**src/rtl/axis_tg_pkg.sv**
```systemverilog
// axis_tg_pkg: shared states, payload layout, dest modes and LFSR constants for axis_traffic_gen
package axis_tg_pkg;
  typedef enum logic [1:0] {S_IDLE, S_SEND, S_GAP, S_FIN} tg_state_e;
  localparam int BEAT_LSB = 0;
  localparam int SEQ_LSB = 16;
  localparam int SRC_LSB = 32;
  localparam int DEST_LSB = 40;
  localparam logic [1:0] MODE_FIXED = 2'd0;
  localparam logic [1:0] MODE_RR = 2'd1;
  localparam logic [1:0] MODE_LFSR = 2'd2;
  localparam logic [15:0] LFSR_SEED = 16'hACE1;
  localparam logic [15:0] LFSR_TAPS = 16'hB400;
  function automatic logic [15:0] lfsr_next(input logic [15:0] x);
    return {x[14:0], ^(x & LFSR_TAPS)};
  endfunction
endpackage

```
**src/rtl/axis_traffic_gen_if.sv**
```systemverilog
// axis_traffic_gen_if: AXI-Stream bundle (tvalid/tready/tdata/tlast/tdest) with master/slave views
interface axis_traffic_gen_if #(
  parameter int TDEST_WIDTH = 4,
  parameter int TDATA_WIDTH = 512
);
  logic                   tvalid;
  logic                   tready;
  logic [TDATA_WIDTH-1:0] tdata;
  logic                   tlast;
  logic [TDEST_WIDTH-1:0] tdest;
  modport master(output tvalid, tdata, tlast, tdest, input tready);
  modport slave(input tvalid, tdata, tlast, tdest, output tready);
endinterface

```
**src/rtl/axis_tg_lfsr.sv**
```systemverilog
// axis_tg_lfsr: 16-bit Fibonacci LFSR (taps 16,14,13,11); load_i reseeds, step_i advances, both = seed then step; q_o = low W bits
module axis_tg_lfsr
  import axis_tg_pkg::*;
#(
  parameter int W = 4
) (
  input  logic         clk,
  input  logic         rst,
  input  logic         load_i,
  input  logic         step_i,
  output logic [W-1:0] q_o
);
  logic [15:0] q_q, q_d, s;
  always_comb begin
    s = load_i ? LFSR_SEED : q_q;
    q_d = step_i ? lfsr_next(s) : s;
  end
  always_ff @(posedge clk) begin
    if (rst) q_q <= LFSR_SEED;
    else q_q <= q_d;
  end
  assign q_o = q_q[W-1:0];
endmodule

```
**src/rtl/axis_traffic_gen.sv**
```systemverilog
// axis_traffic_gen: programmable AXIS packet source; start latches cfg_*, emits cfg_num_pkts packets on axis_out (master), reports busy/done/pkts_sent
module axis_traffic_gen
  import axis_tg_pkg::*;
#(
  parameter int TDEST_WIDTH = 4,
  parameter int TDATA_WIDTH = 512,
  parameter int SRC_ID = 0,
  parameter int NUM_DESTS = 10,
  parameter int LEN_WIDTH = 8
) (
  input  logic                   clk,
  input  logic                   rst,
  input  logic                   start,
  input  logic [15:0]            cfg_num_pkts,
  input  logic [LEN_WIDTH-1:0]   cfg_pkt_len,
  input  logic [1:0]             cfg_dest_mode,
  input  logic [TDEST_WIDTH-1:0] cfg_fixed_dest,
  input  logic [7:0]             cfg_gap,
  output logic                   busy,
  output logic                   done,
  output logic [15:0]            pkts_sent,
  axis_traffic_gen_if.master     axis_out
);
  localparam logic [TDEST_WIDTH:0] NDW = (TDEST_WIDTH+1)'(NUM_DESTS);
  localparam logic [TDEST_WIDTH-1:0] SEED_LO = LFSR_SEED[TDEST_WIDTH-1:0];
  localparam logic [7:0] SRC = 8'(SRC_ID);
  localparam logic [LEN_WIDTH-1:0] ONE = LEN_WIDTH'(1);
  tg_state_e state_q, state_d;
  logic [15:0] num_q, num_d, seq_q, seq_d, pkts_q, pkts_d, seq_n;
  logic [LEN_WIDTH-1:0] len_q, len_d, beat_q, beat_d, len_s;
  logic [1:0] mode_q, mode_d, mode_s;
  logic [TDEST_WIDTH-1:0] fixed_q, fixed_d, rr_q, rr_d, tdest_q, tdest_d, fixed_s, rr_s, lf_s, lf_o, dsel;
  logic [7:0] gap_q, gap_d, gcnt_q, gcnt_d;
  logic tvalid_q, tvalid_d, tlast_q, tlast_d, busy_q, done_q, ld, first, adv;
  logic [TDATA_WIDTH-1:0] tdata_q, tdata_d;
  function automatic logic [TDATA_WIDTH-1:0] pay(input logic [15:0] b, input logic [15:0] s,
                                                 input logic [TDEST_WIDTH-1:0] d);
    pay = '0;
    pay[BEAT_LSB+:16] = b;
    pay[SEQ_LSB+:16] = s;
    pay[SRC_LSB+:8] = SRC;
    pay[DEST_LSB+:TDEST_WIDTH] = d;
  endfunction
  axis_tg_lfsr #(.W(TDEST_WIDTH)) u_lfsr (
    .clk(clk), .rst(rst), .load_i(first), .step_i(ld), .q_o(lf_o)
  );
  always_comb begin
    state_d = state_q;
    num_d = num_q;
    len_d = len_q;
    mode_d = mode_q;
    fixed_d = fixed_q;
    gap_d = gap_q;
    gcnt_d = gcnt_q;
    beat_d = beat_q;
    seq_d = seq_q;
    rr_d = rr_q;
    pkts_d = pkts_q;
    tvalid_d = tvalid_q;
    tlast_d = tlast_q;
    tdata_d = tdata_q;
    tdest_d = tdest_q;
    ld = 1'b0;
    first = 1'b0;
    adv = 1'b0;
    seq_n = seq_q + 16'd1;
    case (state_q)
      S_IDLE: if (start) begin
        num_d = cfg_num_pkts;
        len_d = cfg_pkt_len == '0 ? ONE : cfg_pkt_len;
        mode_d = cfg_dest_mode;
        fixed_d = cfg_fixed_dest;
        gap_d = cfg_gap;
        pkts_d = '0;
        rr_d = '0;
        first = 1'b1;
        seq_n = '0;
        ld = cfg_num_pkts != '0;
        state_d = cfg_num_pkts == '0 ? S_FIN : S_SEND;
      end
      S_SEND: if (tvalid_q && axis_out.tready) begin
        if (!tlast_q) adv = 1'b1;
        else begin
          pkts_d = pkts_q + 16'd1;
          if (pkts_d == num_q || gap_q != '0) begin
            state_d = pkts_d == num_q ? S_FIN : S_GAP;
            gcnt_d = gap_q - 8'd1;
            tvalid_d = 1'b0;
            tlast_d = 1'b0;
          end else ld = 1'b1;
        end
      end
      S_GAP: if (gcnt_q == '0) begin
        state_d = S_SEND;
        ld = 1'b1;
      end else gcnt_d = gcnt_q - 8'd1;
      S_FIN: state_d = S_IDLE;
      default: state_d = S_IDLE;
    endcase
    // On the start cycle the latched config/seed are not yet visible, so source them directly
    mode_s = first ? cfg_dest_mode : mode_q;
    fixed_s = first ? cfg_fixed_dest : fixed_q;
    len_s = first ? len_d : len_q;
    rr_s = first ? '0 : rr_q;
    lf_s = first ? SEED_LO : lf_o;
    dsel = mode_s == MODE_RR ? rr_s :
           mode_s == MODE_LFSR ? ({1'b0, lf_s} >= NDW ? lf_s - NDW[TDEST_WIDTH-1:0] : lf_s) : fixed_s;
    if (ld) begin
      beat_d = '0;
      seq_d = seq_n;
      tdest_d = dsel;
      tvalid_d = 1'b1;
      tlast_d = len_s == ONE;
      tdata_d = pay(16'd0, seq_n, dsel);
      rr_d = {1'b0, rr_s} == NDW - 1'b1 ? '0 : rr_s + 1'b1;
    end
    if (adv) begin
      beat_d = beat_q + ONE;
      tlast_d = beat_d == len_q - ONE;
      tdata_d = pay(16'(beat_d), seq_q, tdest_q);
    end
  end
  always_ff @(posedge clk) begin
    if (rst) begin
      state_q <= S_IDLE;
      num_q <= '0;
      len_q <= '0;
      mode_q <= '0;
      fixed_q <= '0;
      gap_q <= '0;
      gcnt_q <= '0;
      beat_q <= '0;
      seq_q <= '0;
      rr_q <= '0;
      pkts_q <= '0;
      tvalid_q <= 1'b0;
      tlast_q <= 1'b0;
      tdata_q <= '0;
      tdest_q <= '0;
      busy_q <= 1'b0;
      done_q <= 1'b0;
    end else begin
      state_q <= state_d;
      num_q <= num_d;
      len_q <= len_d;
      mode_q <= mode_d;
      fixed_q <= fixed_d;
      gap_q <= gap_d;
      gcnt_q <= gcnt_d;
      beat_q <= beat_d;
      seq_q <= seq_d;
      rr_q <= rr_d;
      pkts_q <= pkts_d;
      tvalid_q <= tvalid_d;
      tlast_q <= tlast_d;
      tdata_q <= tdata_d;
      tdest_q <= tdest_d;
      busy_q <= state_d == S_SEND || state_d == S_GAP;
      done_q <= state_d == S_FIN;
    end
  end
  assign busy = busy_q;
  assign done = done_q;
  assign pkts_sent = pkts_q;
  assign axis_out.tvalid = tvalid_q;
  assign axis_out.tlast = tlast_q;
  assign axis_out.tdata = tdata_q;
  assign axis_out.tdest = tdest_q;
endmodule

```
**src/flat_wrapper.sv**
```systemverilog
// flat-port wrapper written by rule: the top's interface ports become plain ports
module axis_traffic_gen_flat import axis_tg_pkg::*;
#(
  parameter int TDEST_WIDTH = 4,
  parameter int TDATA_WIDTH = 512,
  parameter int SRC_ID = 0,
  parameter int NUM_DESTS = 10,
  parameter int LEN_WIDTH = 8
)
  (clk, rst, start, cfg_num_pkts, cfg_pkt_len, cfg_dest_mode, cfg_fixed_dest, cfg_gap, busy, done, pkts_sent, axis_out_tvalid, axis_out_tdata, axis_out_tlast, axis_out_tdest, axis_out_tready);
  axis_traffic_gen_if #(.TDEST_WIDTH(TDEST_WIDTH), .TDATA_WIDTH(TDATA_WIDTH)) axis_out_i ();
  input  logic clk;
  input  logic rst;
  input  logic start;
  input  logic [15:0] cfg_num_pkts;
  input  logic [LEN_WIDTH-1:0] cfg_pkt_len;
  input  logic [1:0] cfg_dest_mode;
  input  logic [TDEST_WIDTH-1:0] cfg_fixed_dest;
  input  logic [7:0] cfg_gap;
  output logic busy;
  output logic done;
  output logic [15:0] pkts_sent;
  output wire logic [$bits(axis_out_i.tvalid)-1:0] axis_out_tvalid;
  output wire logic [$bits(axis_out_i.tdata)-1:0] axis_out_tdata;
  output wire logic [$bits(axis_out_i.tlast)-1:0] axis_out_tlast;
  output wire logic [$bits(axis_out_i.tdest)-1:0] axis_out_tdest;
  input wire logic [$bits(axis_out_i.tready)-1:0] axis_out_tready;
  assign axis_out_tvalid = axis_out_i.tvalid;
  assign axis_out_tdata = axis_out_i.tdata;
  assign axis_out_tlast = axis_out_i.tlast;
  assign axis_out_tdest = axis_out_i.tdest;
  assign axis_out_i.tready = axis_out_tready;
  axis_traffic_gen #(.TDEST_WIDTH(TDEST_WIDTH), .TDATA_WIDTH(TDATA_WIDTH), .SRC_ID(SRC_ID), .NUM_DESTS(NUM_DESTS), .LEN_WIDTH(LEN_WIDTH)) u_core (.clk(clk), .rst(rst), .start(start), .cfg_num_pkts(cfg_num_pkts), .cfg_pkt_len(cfg_pkt_len), .cfg_dest_mode(cfg_dest_mode), .cfg_fixed_dest(cfg_fixed_dest), .cfg_gap(cfg_gap), .busy(busy), .done(done), .pkts_sent(pkts_sent), .axis_out(axis_out_i));
endmodule
```
**config.mk**
```make
export PLATFORM = sky130hd
export DESIGN_NAME = axis_traffic_gen_flat
export DESIGN_NICKNAME = d
export VERILOG_FILES = /design/src/rtl/axis_tg_pkg.sv /design/src/rtl/axis_traffic_gen_if.sv /design/src/rtl/axis_tg_lfsr.sv /design/src/rtl/axis_traffic_gen.sv /design/src/flat_wrapper.sv
export SDC_FILE = /design/constraint.sdc
export NUM_CORES = 1
export LEC_CHECK = 0
export CORE_AREA = 5 5 221 223
export DETAILED_ROUTE_END_ITERATION = 7
export DIE_AREA = 0 0 226 228
export GPL_ROUTABILITY_DRIVEN = 0
export HOLD_SLACK_MARGIN = 0.06
export PLACE_DENSITY = 0.54
export SYNTH_ARGS = -nofsm -noshare
export SYNTH_HDL_FRONTEND = slang
export SYNTH_SLANG_ARGS = --single-unit
export TNS_END_PERCENT = 20
```
**constraint.sdc**
```tcl
create_clock -name clk -period 3.88 [get_ports clk]
set_input_delay 1.164 -clock clk [delete_from_list [all_inputs] [get_ports clk]]
set_output_delay 1.164 -clock clk [all_outputs]
set_load 0.05 [all_outputs]
```
# Word level (Yosys, flattened, before mapping)
# Index checks and enable logic that the tools add are counted.
# Widths: inputs -> output; s select.
dict set report word_totals {
  register_bits 144
  in_bits 42
  out_inout_bits 536
  elab_cells 131
}
dict set report classes {
  n_addsub 8
  n_lt_le_gt_ge 1
  eq_ne 17
  mux 60
  reduce_logical 27
}
# operator count
set op_table {}
lappend op_table {{$mux 16} 7}
lappend op_table {{$mux 44} 2}
lappend op_table {{$mux 8} 10}
lappend op_table {{$mux 4} 10}
lappend op_table {{$add 16x1->16 const B} 2}
lappend op_table {{$pmux 16 s2} 1}
lappend op_table {{$sub 8x1->8 const B} 3}
lappend op_table {{$mux 1} 20}
lappend op_table {{$reduce_bool 2->1} 9}
lappend op_table {{$eq 16x16->1} 1}
lappend op_table {{$logic_not 16->1} 1}
lappend op_table {{$logic_not 8->1} 2}
lappend op_table {{$pmux 8 s2} 1}
lappend op_table {{$reduce_bool 16->1} 1}
lappend op_table {{$reduce_xor 16->1} 1}
lappend op_table {{$mux 2} 7}
lappend op_table {{$eq 2x2->1 const B} 5}
lappend op_table {{$add 8x1->8 const B} 1}
lappend op_table {{$eq 8x1->1 const B} 1}
lappend op_table {{$eq 8x8->1} 1}
lappend op_table {{$pmux 2 s4} 1}
lappend op_table {{$reduce_and 4->1} 2}
lappend op_table {{$reduce_bool 8->1} 1}
lappend op_table {{$eq 2x1->1 const B} 3}
lappend op_table {{13 further kinds} 20}

# Depth between registers and ports, before layout
# Gate-level depths: netlist of run 1.
dict set report logic_depth {
  depth_word 9
  ltp_mapped 12
  ltp_nobuf 10
}

# By module
# From an unflattened synthesis of run 1, not the netlist that was laid out.
dict set report unflattened {
  cells_unflattened 1415
  hier_area_um2 11059.4
}
# mod n_inst cells_each area_each_um2 seq_area_each_um2
set by_module_without_submodules {}
lappend by_module_without_submodules {axis_traffic_gen 1 1341 10372.4 2402.3}
lappend by_module_without_submodules {axis_tg_lfsr 1 74 686.9 320.3}

# Worst setup path after synthesis of run 1
# Ideal clock, no wire load.
dict set report synth_path {
  kind {reg2reg}
  start {register u_core.pkts_q[0], in the netlist u_core.pkts_sent[0]}
  end {register u_core.tdata_q[23], in the netlist u_core.axis_out.tdata[23]}
  t_arrival_ns 3.207
  slack_ns 0.609
  path_stages_with_launch 12
  path_buffers 2
  cell_sequence {dfxtp_1 > ha_1 > clkbuf_2 > nand3_2 > nor4_4 > xnor2_1 > nor4_4 > a41oi_4 > a2111oi_4 > buf_6 > nand2_1 > nand4_1}
}
dict set report synth_via {
  elab_chain_len 8
}
# item line_no
set synth_lines {}
lappend synth_lines {{start: declaration} axis_traffic_gen.sv:29} ;# logic [15:0] num_q, num_d, seq_q, seq_d, pkts_q, pkts_d, seq_n;
lappend synth_lines {{start signal: assignment} axis_traffic_gen.sv:153} ;# pkts_q <= pkts_d;
lappend synth_lines {{$add 16x1->16} axis_traffic_gen.sv:84} ;# pkts_d = pkts_q + 16'd1;
lappend synth_lines {{$eq 16x16->1} axis_traffic_gen.sv:85} ;# if (pkts_d == num_q || gap_q != '0) begin
lappend synth_lines {{$logic_or 1x1->1} axis_traffic_gen.sv:85}
lappend synth_lines {{$mux 1} axis_traffic_gen.sv:85}
lappend synth_lines {{$mux 1} axis_traffic_gen.sv:82} ;# if (!tlast_q) adv = 1'b1;
lappend synth_lines {{$mux 1} axis_traffic_gen.sv:81} ;# S_SEND: if (tvalid_q && axis_out.tready) begin
lappend synth_lines {{$pmux 1 s3} axis_traffic_gen.sv:67} ;# case (state_q)
lappend synth_lines {{$reduce_bool 2->1 (no source line)} n/a}
lappend synth_lines {{end signal: assignment} axis_traffic_gen.sv:156} ;# tdata_q <= tdata_d;
lappend synth_lines {{end: declaration} axis_traffic_gen.sv:35} ;# logic [TDATA_WIDTH-1:0] tdata_q, tdata_d;
# No other way between the ends.
# A chain may end at the register's enable or synchronous reset.

# Worst setup path in the final report of run 1
dict set report layout_path {
  start {register u_core.pkts_q[1], in the netlist u_core.pkts_sent[1]}
  end {register u_core.busy_q, in the netlist u_core.busy}
}
dict set report layout_via {
  elab_chain_len 9
}
# item line_no
set layout_lines {}
lappend layout_lines {{$add 16x1->16 (*)} axis_traffic_gen.sv:84}
lappend layout_lines {{$eq 16x16->1 (*)} axis_traffic_gen.sv:85}
lappend layout_lines {{$logic_or 1x1->1 (*)} axis_traffic_gen.sv:85}
lappend layout_lines {{$mux 2 (*)} axis_traffic_gen.sv:85}
lappend layout_lines {{$mux 2 (*)} axis_traffic_gen.sv:82}
lappend layout_lines {{$mux 2 (*)} axis_traffic_gen.sv:81}
lappend layout_lines {{$pmux 2 s4 (*)} axis_traffic_gen.sv:67}
lappend layout_lines {{net u_core.state_d[1]} axis_traffic_gen.sv:28} ;# tg_state_e state_q, state_d;
lappend layout_lines {{$eq 2x1->1 / $eq 2x2->1 (equally long branches)} axis_traffic_gen.sv:158} ;# busy_q <= state_d == S_SEND || state_d == S_GAP;
lappend layout_lines {{$logic_or 1x1->1 (*)} axis_traffic_gen.sv:158}
lappend layout_lines {{end signal: assignment} axis_traffic_gen.sv:140} ;# busy_q <= 1'b0;
lappend layout_lines {{end signal: assignment} axis_traffic_gen.sv:158}
lappend layout_lines {{end: declaration} axis_traffic_gen.sv:34} ;# logic tvalid_q, tvalid_d, tlast_q, tlast_d, busy_q, done_q, ld, first, adv;
# Mark *: on every way through the listed nets, which the timed path passes. The rest lies on a longest branch.

==> results of run 1 <==
-- logic make-up after synthesis --
kind of cell	after synthesis	synth area share, %
xor+xnor	53	4.44
other cells	1	0.0348
compound gates	219	13.7
flops	136	25.2
fa+ha+maj	9	1.04
simple gates	392	17.5
buf+inv	547	36.6
mux	15	1.45
-- cells in the mapped netlist, types with 4 or more instances --
| master | n |
|---|---|
| or3_1 | 7 |
| nor2_1 | 69 |
| a21oi_1 | 84 |
| nand3_1 | 39 |
| ha_1 | 9 |
| a22oi_1 | 6 |
| and2_1 | 6 |
| buf_2 | 10 |
| nand2b_1 | 6 |
| a311oi_1 | 5 |
| a31oi_1 | 11 |
| a211oi_1 | 8 |
| a21o_1 | 12 |
| nand2_1 | 160 |
| nor4_1 | 16 |
| and3_1 | 15 |
| a311o_1 | 6 |
| buf_6 | 7 |
| xor2_1 | 18 |
| a221o_2 | 10 |
| mux2i_1 | 10 |
| nor3b_1 | 5 |
| nand4_1 | 12 |
| buf_4 | 486 |
| nor2b_1 | 13 |
| xnor2_1 | 34 |
| o21ai_0 | 36 |
| o211ai_1 | 5 |
| clkbuf_1 | 30 |
| mux2_2 | 5 |
| nor3_1 | 24 |
| dfxtp_1 | 136 |
| o22ai_1 | 4 |
| inv_1 | 8 |
-- flip-flops by register name (all words and copies together), names as in the netlist, 4 cells and up --
register / cells
u_core.fixed_q: 4
u_core.u_lfsr.q_q: 16
u_core.gcnt_q: 8
u_core.beat_q: 7
u_core.seq_q: 16
u_core.num_q: 16
u_core.len_q: 8
u_core.axis_out.tdata: 21
u_core.axis_out.tdest: 4
u_core.pkts_sent: 16
u_core.gap_q: 8
u_core.rr_q: 4
-- final cells by class --
class / count / share of cell area [%]
Multi-Input combinational cell: 1172 / 52.7
Sequential cell: 136 / 24.1
Timing Repair Buffer: 125 / 10.6
Tap cell: 607 / 6.73
Clock buffer: 17 / 3.77
Clock inverter: 15 / 1.78
Inverter: 9 / 0.300
-- power by group through the flow --
stage	combinational [uW]	sequential [uW]	clock, uW
after floorplan	2470	1830	0
after global routing	2910	1770	1850
after detailed placement	2690	1770	0
after CTS	2700	1740	1790
final	2700	1740	1750
after global placement	2670	1770	0
-- stage by stage --
| stage | cell area, um2 | worst slack (ns) | cells | hold WS (ns) |
|---|---|---|---|---|
| after floorplan | 12600 | 0.609 | 1855 | 0.431 |
| after global placement | 10700 | 0.251 | 2049 | 0.443 |
| after detailed placement | 10700 | 0.188 | 2049 | 0.447 |
| after CTS | 11300 | 0.500 | 2081 | 0.458 |
| after global routing | 11300 | 0.267 | 2081 | 0.480 |
| final | 11300 | 0.483 | 2081 | 0.456 |
-- worst paths after layout --
kind | to | depth (start not counted)
setup / recovery | u_core.busy | 11
hold / removal | u_core.u_lfsr.q_q[9] | 2
setup reg to reg | u_core.busy | 11
hold reg to reg | u_core.u_lfsr.q_q[9] | 2
-- layer usage --
layer / up-vias / track usage, % / share of wire, %
met5: - / 0 / 0
met4: 0 / 1.99 / 0.85
met3: 18 / 2.76 / 8.8
met2: 341 / 17.9 / 50
met1: 3823 / 12.7 / 40
li1: 3856 / - / -
-- worst max-delay path, cell delays in order, from the launching register on --
cell and delay (ns):
dfxtp_1 0.45, ha_1 0.36, nand3_2 0.15, buf_4 0.21, nor3b_1 0.18, o221ai_1 0.21
nor4_4 0.39, a41o_2 0.35, a21oi_1 0.15, o22ai_1 0.36, ha_1 0.31, nor2b_1 0.13
==> flow_summary.toml, run 1 <==
[worst_setup_path]
worstSetupPathType = "reg2reg"
required_ns = 4.18
critPathLaunchType = "register"
critPathMaxFanout = 8
worstSetupEndpointType = "register"
worstPathArrival_ns = 3.70
worstSetupStartpoint = "u_core.pkts_sent[1]"
r2r_start = "u_core.pkts_sent[1]"
reg2reg_setup_slack_ns = 0.48

[timing]
worst_slew_pin_slew_ns = 0.645
fmax_mhz = 294
max_slew_margin_pct = 56.8
maxSlewViolCount = 0
rsz0062_at_grt = "no"
finalSetupTns_ns = 0
setup_viol = 0
fin_crit_sh_pct = 87.6
hold_viol = 0
skew_ns = 0.0127
finalCriticalPeriod_ns = 3.40

[clock_network]
htreeDepth = 4
cts_max_path_buffers = 2
cts.sinks = 136
cts_made_buffers = 17
cts_root_buffer = "clkbuf_16"
ctsResizeCount = 0
cts_tree = "built"
postCtsSetupRepairBufs = 0
clk_pin_slew_worst_paths_ns = 0.07
clock_latency_ns = 0.43
hold_buffers = 0

[routing]
viasPerCell = 3.86
drtPass1Iterations = 5
vias = 8038
drc_errors = 0
wl_per_cell_um = 13.8
drtAntennaViolNets = 0
wl_um = 28700
drt_iter0_markers = 509

[finish]
regArea_mm2 = 0.00272
most-common-layout-cells = "conb_1, nand2_1, dfxtp_1"
final_common_cell = "conb_1"
antenna_cells = 0
multi_input_area_mm2 = 0.00594
nets = 1512
drive_above_1_share_pct = 6.58
area_growth_pct = 4.53
final_util_pct = 24.3
fillCellCount = 5109

[power]
power_uw = 6190
seqPwrFrac_pct = 28.2
ir_drop_mv = 0.437
p_leak_uw = 0.00489
p_int_uw = 3200
p_comb_share_pct = 43.6
p_sw_uw = 2990
switching_share_pct = 48.3
p_clk_share_pct = 28.2
power_density_mw_per_mm2 = 549

[yosys]
synth-seq-area-share_pct = 25.2
synth_top_area_share_pct = 33.8
synthCells = 1372
synth_area_mm2 = 0.0108
synth_area_per_cell_um2 = 7.86
ys_types = 71
synth_edf_count = 0
yosysWarnings = 0
ys.flop_type = "dfxtp_1"
synth_area_leaders = "buf_4, dfxtp_1, nand2_1, a21oi_1, xnor2_1"
synth-seq-cells = 136
synth_top_cell_by_area = "buf_4"
synthArstFlopShare_pct = 0

[placed_design]
portBuffers = 93
dp_hpwl_um = 22100

[global_route]
grt_usage_pct = 10.2
grt_pass1_wl_um = 42500
gr-total-overflow = 0
antenna_found_initial = 0
grt_max_degree = 39
first_global_vias = 7253

[worst_hold_path]
min_path_type = "reg2reg"
hold_start = "u_core.u_lfsr.q_q[9]"

[floorplanning]
die_y_um = 228
core_area_mm2 = 0.0464
io_pins = 578
dieArea_mm2 = 0.0515
floorplan.initialDensity_pct = 23.3
die-width_um = 226
row_count = 79

[job]
maxCapViolations = 0

[outcome]
status = "completed"
No activity file was read; power rests on OpenSTA's default activity.
==> inputs of run 2 (changes only) <==
CORE_AREA = 5 5 223 225   (was 5 5 221 223)
DIE_AREA = 0 0 228 230   (was 0 0 226 228)
clock period = 4 ns   (was 3.88 ns; I/O delays follow)
==> flow_summary.toml, run 2 (synthesized netlist as in run 1, its figures left out) <==
[timing]
maxSlewViolCount = 0
finalCriticalPeriod_ns = 3.43
setup_viol = 0
max_slew_margin_pct = 55.7
worst_slew_pin_slew_ns = 0.662
rsz0062_at_grt = "no"
fmax_mhz = 292
finalSetupTns_ns = 0
hold_viol = 0
skew_ns = 0.0120
fin_crit_sh_pct = 85.8

[finish]
most-common-layout-cells = "conb_1, nand2_1, dfxtp_1"
nets = 1517
layout.cells.non_filler = 2096
largest_reg_flops = 21
final_common_cell = "conb_1"
area_growth_pct = 5.23
drive_above_1_share_pct = 6.90

[worst_setup_path]
cp_slowest_cell = "nor4_4"
critical_path.max_stage_delay_ns = 0.48
path_cells = "ha_1 > nand3_2 > nor4_4 > xnor2_1 > nor4_4 > a41oi_4 > a22oi_1 > buf_4 > o21ai_0 > a221o_2"
required_ns = 4.32
worstSetupEndpointType = "register"
worstPathArrival_ns = 3.75
worstSetupPathType = "reg2reg"
cp_common_cell = "nor4_4"
critPathLaunchType = "register"
critPathMaxFanout = 9

[global_route]
grt_pass1_wl_um = 42200
grt_usage_pct = 10.1
first_global_vias = 7232
gr-total-overflow = 0
grt_max_degree = 51
antenna_found_initial = 2

[clock_network]
clk_pin_slew_worst_paths_ns = 0.07
cts_made_buffers = 17
ctsResizeCount = 0
cts_max_path_buffers = 2
clock_latency_ns = 0.44
htreeDepth = 4
cts.sinks = 136
postCtsSetupRepairBufs = 0
cts_tree = "built"
hold_buffers = 0
cts_root_buffer = "clkbuf_16"

[routing]
drc_errors = 0
viasPerCell = 3.83
wl_um = 29300
vias = 8037
drtAntennaViolNets = 0
drtPass1Iterations = 5
wl_per_cell_um = 14.0
drt_iter0_markers = 515

[placed_design]
dp_hpwl_um = 22600
dp.cells = 2062
portBuffers = 93

[floorplanning]
dieArea_mm2 = 0.0524
floorplan.initialDensity_pct = 22.8
io_pins = 578
die-width_um = 228
core_area_mm2 = 0.0473
row_count = 80
die_y_um = 230

[power]
seqPwrFrac_pct = 28.0
p_int_uw = 3120
p_sw_uw = 2930
p_clk_share_pct = 27.0
ir_drop_mv = 0.382
power_density_mw_per_mm2 = 533
switching_share_pct = 48.5
p_leak_uw = 0.00493
p_comb_share_pct = 45.0

[outcome]
status = "completed"

[job]
maxCapViolations = 0

[worst_hold_path]
min_path_type = "reg2reg"
-- run 2: worst paths after layout --
check	startpoint	end	slack, ns	cells after the start
max	u_core.pkts_sent[1]	u_core.axis_out.tdata[21]	0.57	10
min	u_core.axis_out.tdata[20]	u_core.axis_out.tdata[20]	0.45	2
max reg2reg	u_core.pkts_sent[1]	u_core.axis_out.tdata[21]	0.57	10
min reg2reg	u_core.axis_out.tdata[20]	u_core.axis_out.tdata[20]	0.45	2
-- run 2: final cells by class --
type | instances | area (um2)
timing repair buffer | 130 | 1280
inverter | 9 | 33.8
clock buffer | 17 | 425
fill | 5211 | 36000
multi-input combinational | 1172 | 5940
tap | 615 | 769
clock inverter | 15 | 173
sequential | 136 | 2720
antenna | 2 | 5.00
-- run 2: layer usage --
metal / vias to the layer above / global-route usage, % / wire (um)
li1: 3869 / - / -
met1: 3776 / 12.6 / 12100
met2: 361 / 16.9 / 14200
met3: 31 / 3.08 / 2420
met4: 0 / 2.74 / 533
met5: - / 0 / 0
-- run 2: critical path, delay by kind of cell (launching register included) --
| kind | cells | cell delay, ns |
|---|---|---|
| AND/OR/NAND/NOR | 3 | 1.08 |
| adder cells (fa/ha/maj) | 1 | 0.33 |
| XOR/XNOR | 1 | 0.17 |
| flip-flops | 1 | 0.43 |
| buffers and inverters | 1 | 0.20 |
| AO/OA/AOI/OAI | 4 | 1.10 |
-- run 2: stage by stage --
stage	hold WS (ns)	setup slack, ns	utilization, %	total power, uW	cell area, um2
2_1_floorplan	0.431	0.729	-	4160	12600
6_report	0.449	0.570	24.0	6050	11400
3_5_place_dp	0.447	0.360	22.7	4420	10800
5_1_grt	0.485	0.280	24.0	6370	11300
4_1_cts	0.457	0.544	24.0	6070	11300
3_3_place_gp	0.440	0.281	22.7	4400	10800
-- run 2: power groups by stage --
stage	sequential (uW)	clock [uW]	combinational [uW]
floorplan	1770	0	2390
global placement	1710	0	2680
detailed placement	1720	0	2700
CTS	1690	1670	2710
global route	1710	1730	2920
finish	1690	1630	2720
==> inputs of run 3 (changes only) <==
ABC_AREA = 1   (was default)
CORE_AREA = 5 5 220 222   (was 5 5 223 225)
DIE_AREA = 0 0 225 227   (was 0 0 228 230)
PLACE_DENSITY = 0.55   (was 0.54)
SLEW_MARGIN = 15   (was default)
==> flow_summary.toml, run 3 <==
[outcome]
status = "completed"

[global_route]
gr-total-overflow = 0
antenna_found_initial = 0
first_global_vias = 7538
grt_pass1_wl_um = 41700
grt_max_degree = 47
grt_usage_pct = 10.2

[floorplanning]
dieArea_mm2 = 0.0511
die_y_um = 227
row_count = 79
floorplan.initialDensity_pct = 24.0
io_pins = 578
die-width_um = 225
core_area_mm2 = 0.0462

[clock_network]
ctsResizeCount = 0
cts.sinks = 136
cts_root_buffer = "clkbuf_16"
cts_made_buffers = 17
hold_buffers = 0
clock_latency_ns = 0.44
cts_tree = "built"
clk_pin_slew_worst_paths_ns = 0.06
htreeDepth = 4
postCtsSetupRepairBufs = 0
cts_max_path_buffers = 2

[timing]
finalCriticalPeriod_ns = 3.30
finalSetupTns_ns = 0
maxSlewViolCount = 0
max_slew_margin_pct = 46.5
fmax_mhz = 303
worst_slew_pin_slew_ns = 0.802
rsz0062_at_grt = "no"
setup_viol = 0
hold_viol = 0
fin_crit_sh_pct = 82.6
skew_ns = 0.0124

[yosys]
synth_top_area_share_pct = 32.9
synth_area_per_cell_um2 = 6.95
synthCells = 1595
yosysWarnings = 0
ys.flop_type = "dfxtp_1"
synthArstFlopShare_pct = 0
synth_area_leaders = "buf_4, dfxtp_1, nand2_1, nor2_1, a21oi_1"
synth_area_mm2 = 0.0111
synth-seq-cells = 136
synth_edf_count = 0
synth-seq-area-share_pct = 24.6
synth_most_common_cell = "buf_4"
synth_top_cell_by_area = "buf_4"
synth_commonest_cells = "buf_4, nand2_1, dfxtp_1"
ys_types = 41

[placed_design]
dp.cells = 2262
portBuffers = 93
dp_hpwl_um = 22400
dpl_cell_area_mm2 = 0.0109

[power]
p_comb_share_pct = 33.0
p_int_uw = 2550
p_sw_uw = 2040
switching_share_pct = 44.5
p_leak_uw = 0.00523
p_clk_share_pct = 35.5
power_density_mw_per_mm2 = 401
seqPwrFrac_pct = 31.5
ir_drop_mv = 0.224

[routing]
drtPass1Iterations = 5
vias = 8628
drtAntennaViolNets = 0
drc_errors = 0
wl_um = 28900
routed-wl-met3_um = 2180
dr.max_layer_used = "met4"
viasPerCell = 3.76
routed-wl-met2_um = 14000
wl_per_cell_um = 12.6
met1_length_um = 12400
drt_iter0_markers = 636

[worst_setup_path]
r2r_cells = 19
r2r_start = "u_core.pkts_sent[0]"
critical_path.max_stage_delay_ns = 0.48
path_cells = "clkdlybuf4s50_1 > or3_1 > nor4_1 > buf_4 > nor2_1 > a21oi_2 > nand2_4 > inv_4 > nand2_1 > a21oi_1"
critPathMaxFanout = 37
worstSetupEndpointType = "register"
critPathLaunchType = "primary input"
worstSetupStartpoint = "cfg_num_pkts[9]"
cp_slowest_cell = "clkdlybuf4s50_1"
worstPathArrival_ns = 3.66
worstSetupPathType = "in2reg"
required_ns = 4.36

[worst_hold_path]
min_path_type = "reg2reg"
hold_start = "u_core.gap_q[0]"
holdPathStages = 2

[finish]
antenna_cells = 0
layout.cells.non_filler = 2294
final_common_cell = "conb_1"
final_util_pct = 24.8
drive_above_1_share_pct = 5.39
nets = 1725
most-common-layout-cells = "conb_1, nand2_1, dfxtp_1"
area_growth_pct = 3.47
fillCellCount = 5123
final_cell_area_mm2 = 0.0115
largest_reg_flops = 21

[job]
maxCapViolations = 0
## run 3: cell types whose count changed in the layout (fill, tap and decap cells not counted), moves of 11 or more
cell     previous run  this run
nand2_1           160       262
inv_1               8       104
a21o_1             12         0
nor2_1             69       123
or2_2               0        11
nor3_1             24        11
and3_1             15         1
nand3_1            39        81
xnor2_1            34         9
nand4_1            12        48
o21ai_0            35        78
nor2b_1            13         0
## run 3: critical path: cells and delay by family
family,cells,cell delay [ns]
AOI/OAI and AO/OA,2,0.47
and+or+nand+nor,5,0.99
buffers and inverters,3,0.98
## run 3: path summary, 6_finish.rpt
check                                        to  slack [ns]
worst max register to register      u_core.busy        0.81
worst min register to register  u_core.gap_q[0]        0.47
worst max-delay path            u_core.seq_q[5]        0.70
worst min-delay path            u_core.gap_q[0]        0.47
## run 3: layout make-up
type | count | area [um2] | share of cell area (%)
Sequential cell | 136 | 2720 | 23.8
Inverter | 111 | 419 | 3.66
Tap cell | 607 | 759 | 6.63
Timing Repair Buffer | 115 | 1090 | 9.52
Clock inverter | 14 | 164 | 1.43
Clock buffer | 18 | 439 | 3.83
Multi-Input combinational cell | 1293 | 5870 | 51.2
## run 3: routing by layer
| metal | GRT usage (%) | vias to the layer above |
|---|---|---|
| li1 | - | 4292 |
| met1 | 13.9 | 3965 |
| met2 | 16.6 | 352 |
| met3 | 2.59 | 19 |
| met4 | 2.06 | 0 |
| met5 | 0 | - |
## run 3: logic make-up (layout without fill, tap and decap cells)
family	after synthesis	in the layout	synth area share (%)
buf+inv	649	258	38.9
simple gates	574	574	23.3
compound gates	184	184	8.57
flops	136	136	24.6
xor+xnor	33	33	2.73
fa+ha+maj	9	9	1.02
mux	9	9	0.813
other cells	1	484	0.0339
## run 3: power by group through the flow
stage / sequential, uW / clock [uW] / combinational [uW]
after floorplan: 1500 / 0 / 1660
after global placement: 1480 / 0 / 1490
after detailed placement: 1480 / 0 / 1500
after CTS: 1450 / 1690 / 1500
after global routing: 1450 / 1740 / 1600
final: 1450 / 1630 / 1510
## run 3: metrics by stage
stage / total power [uW] / worst slack (ns) / hold WS (ns)
6_report: 4590 / 0.697 / 0.471
4_1_cts: 4640 / 0.760 / 0.473
3_3_place_gp: 2970 / 0.290 / 0.456
2_1_floorplan: 3170 / 0.978 / 0.442
5_1_grt: 4800 / 0.474 / 0.484
3_5_place_dp: 2970 / 0.312 / 0.464
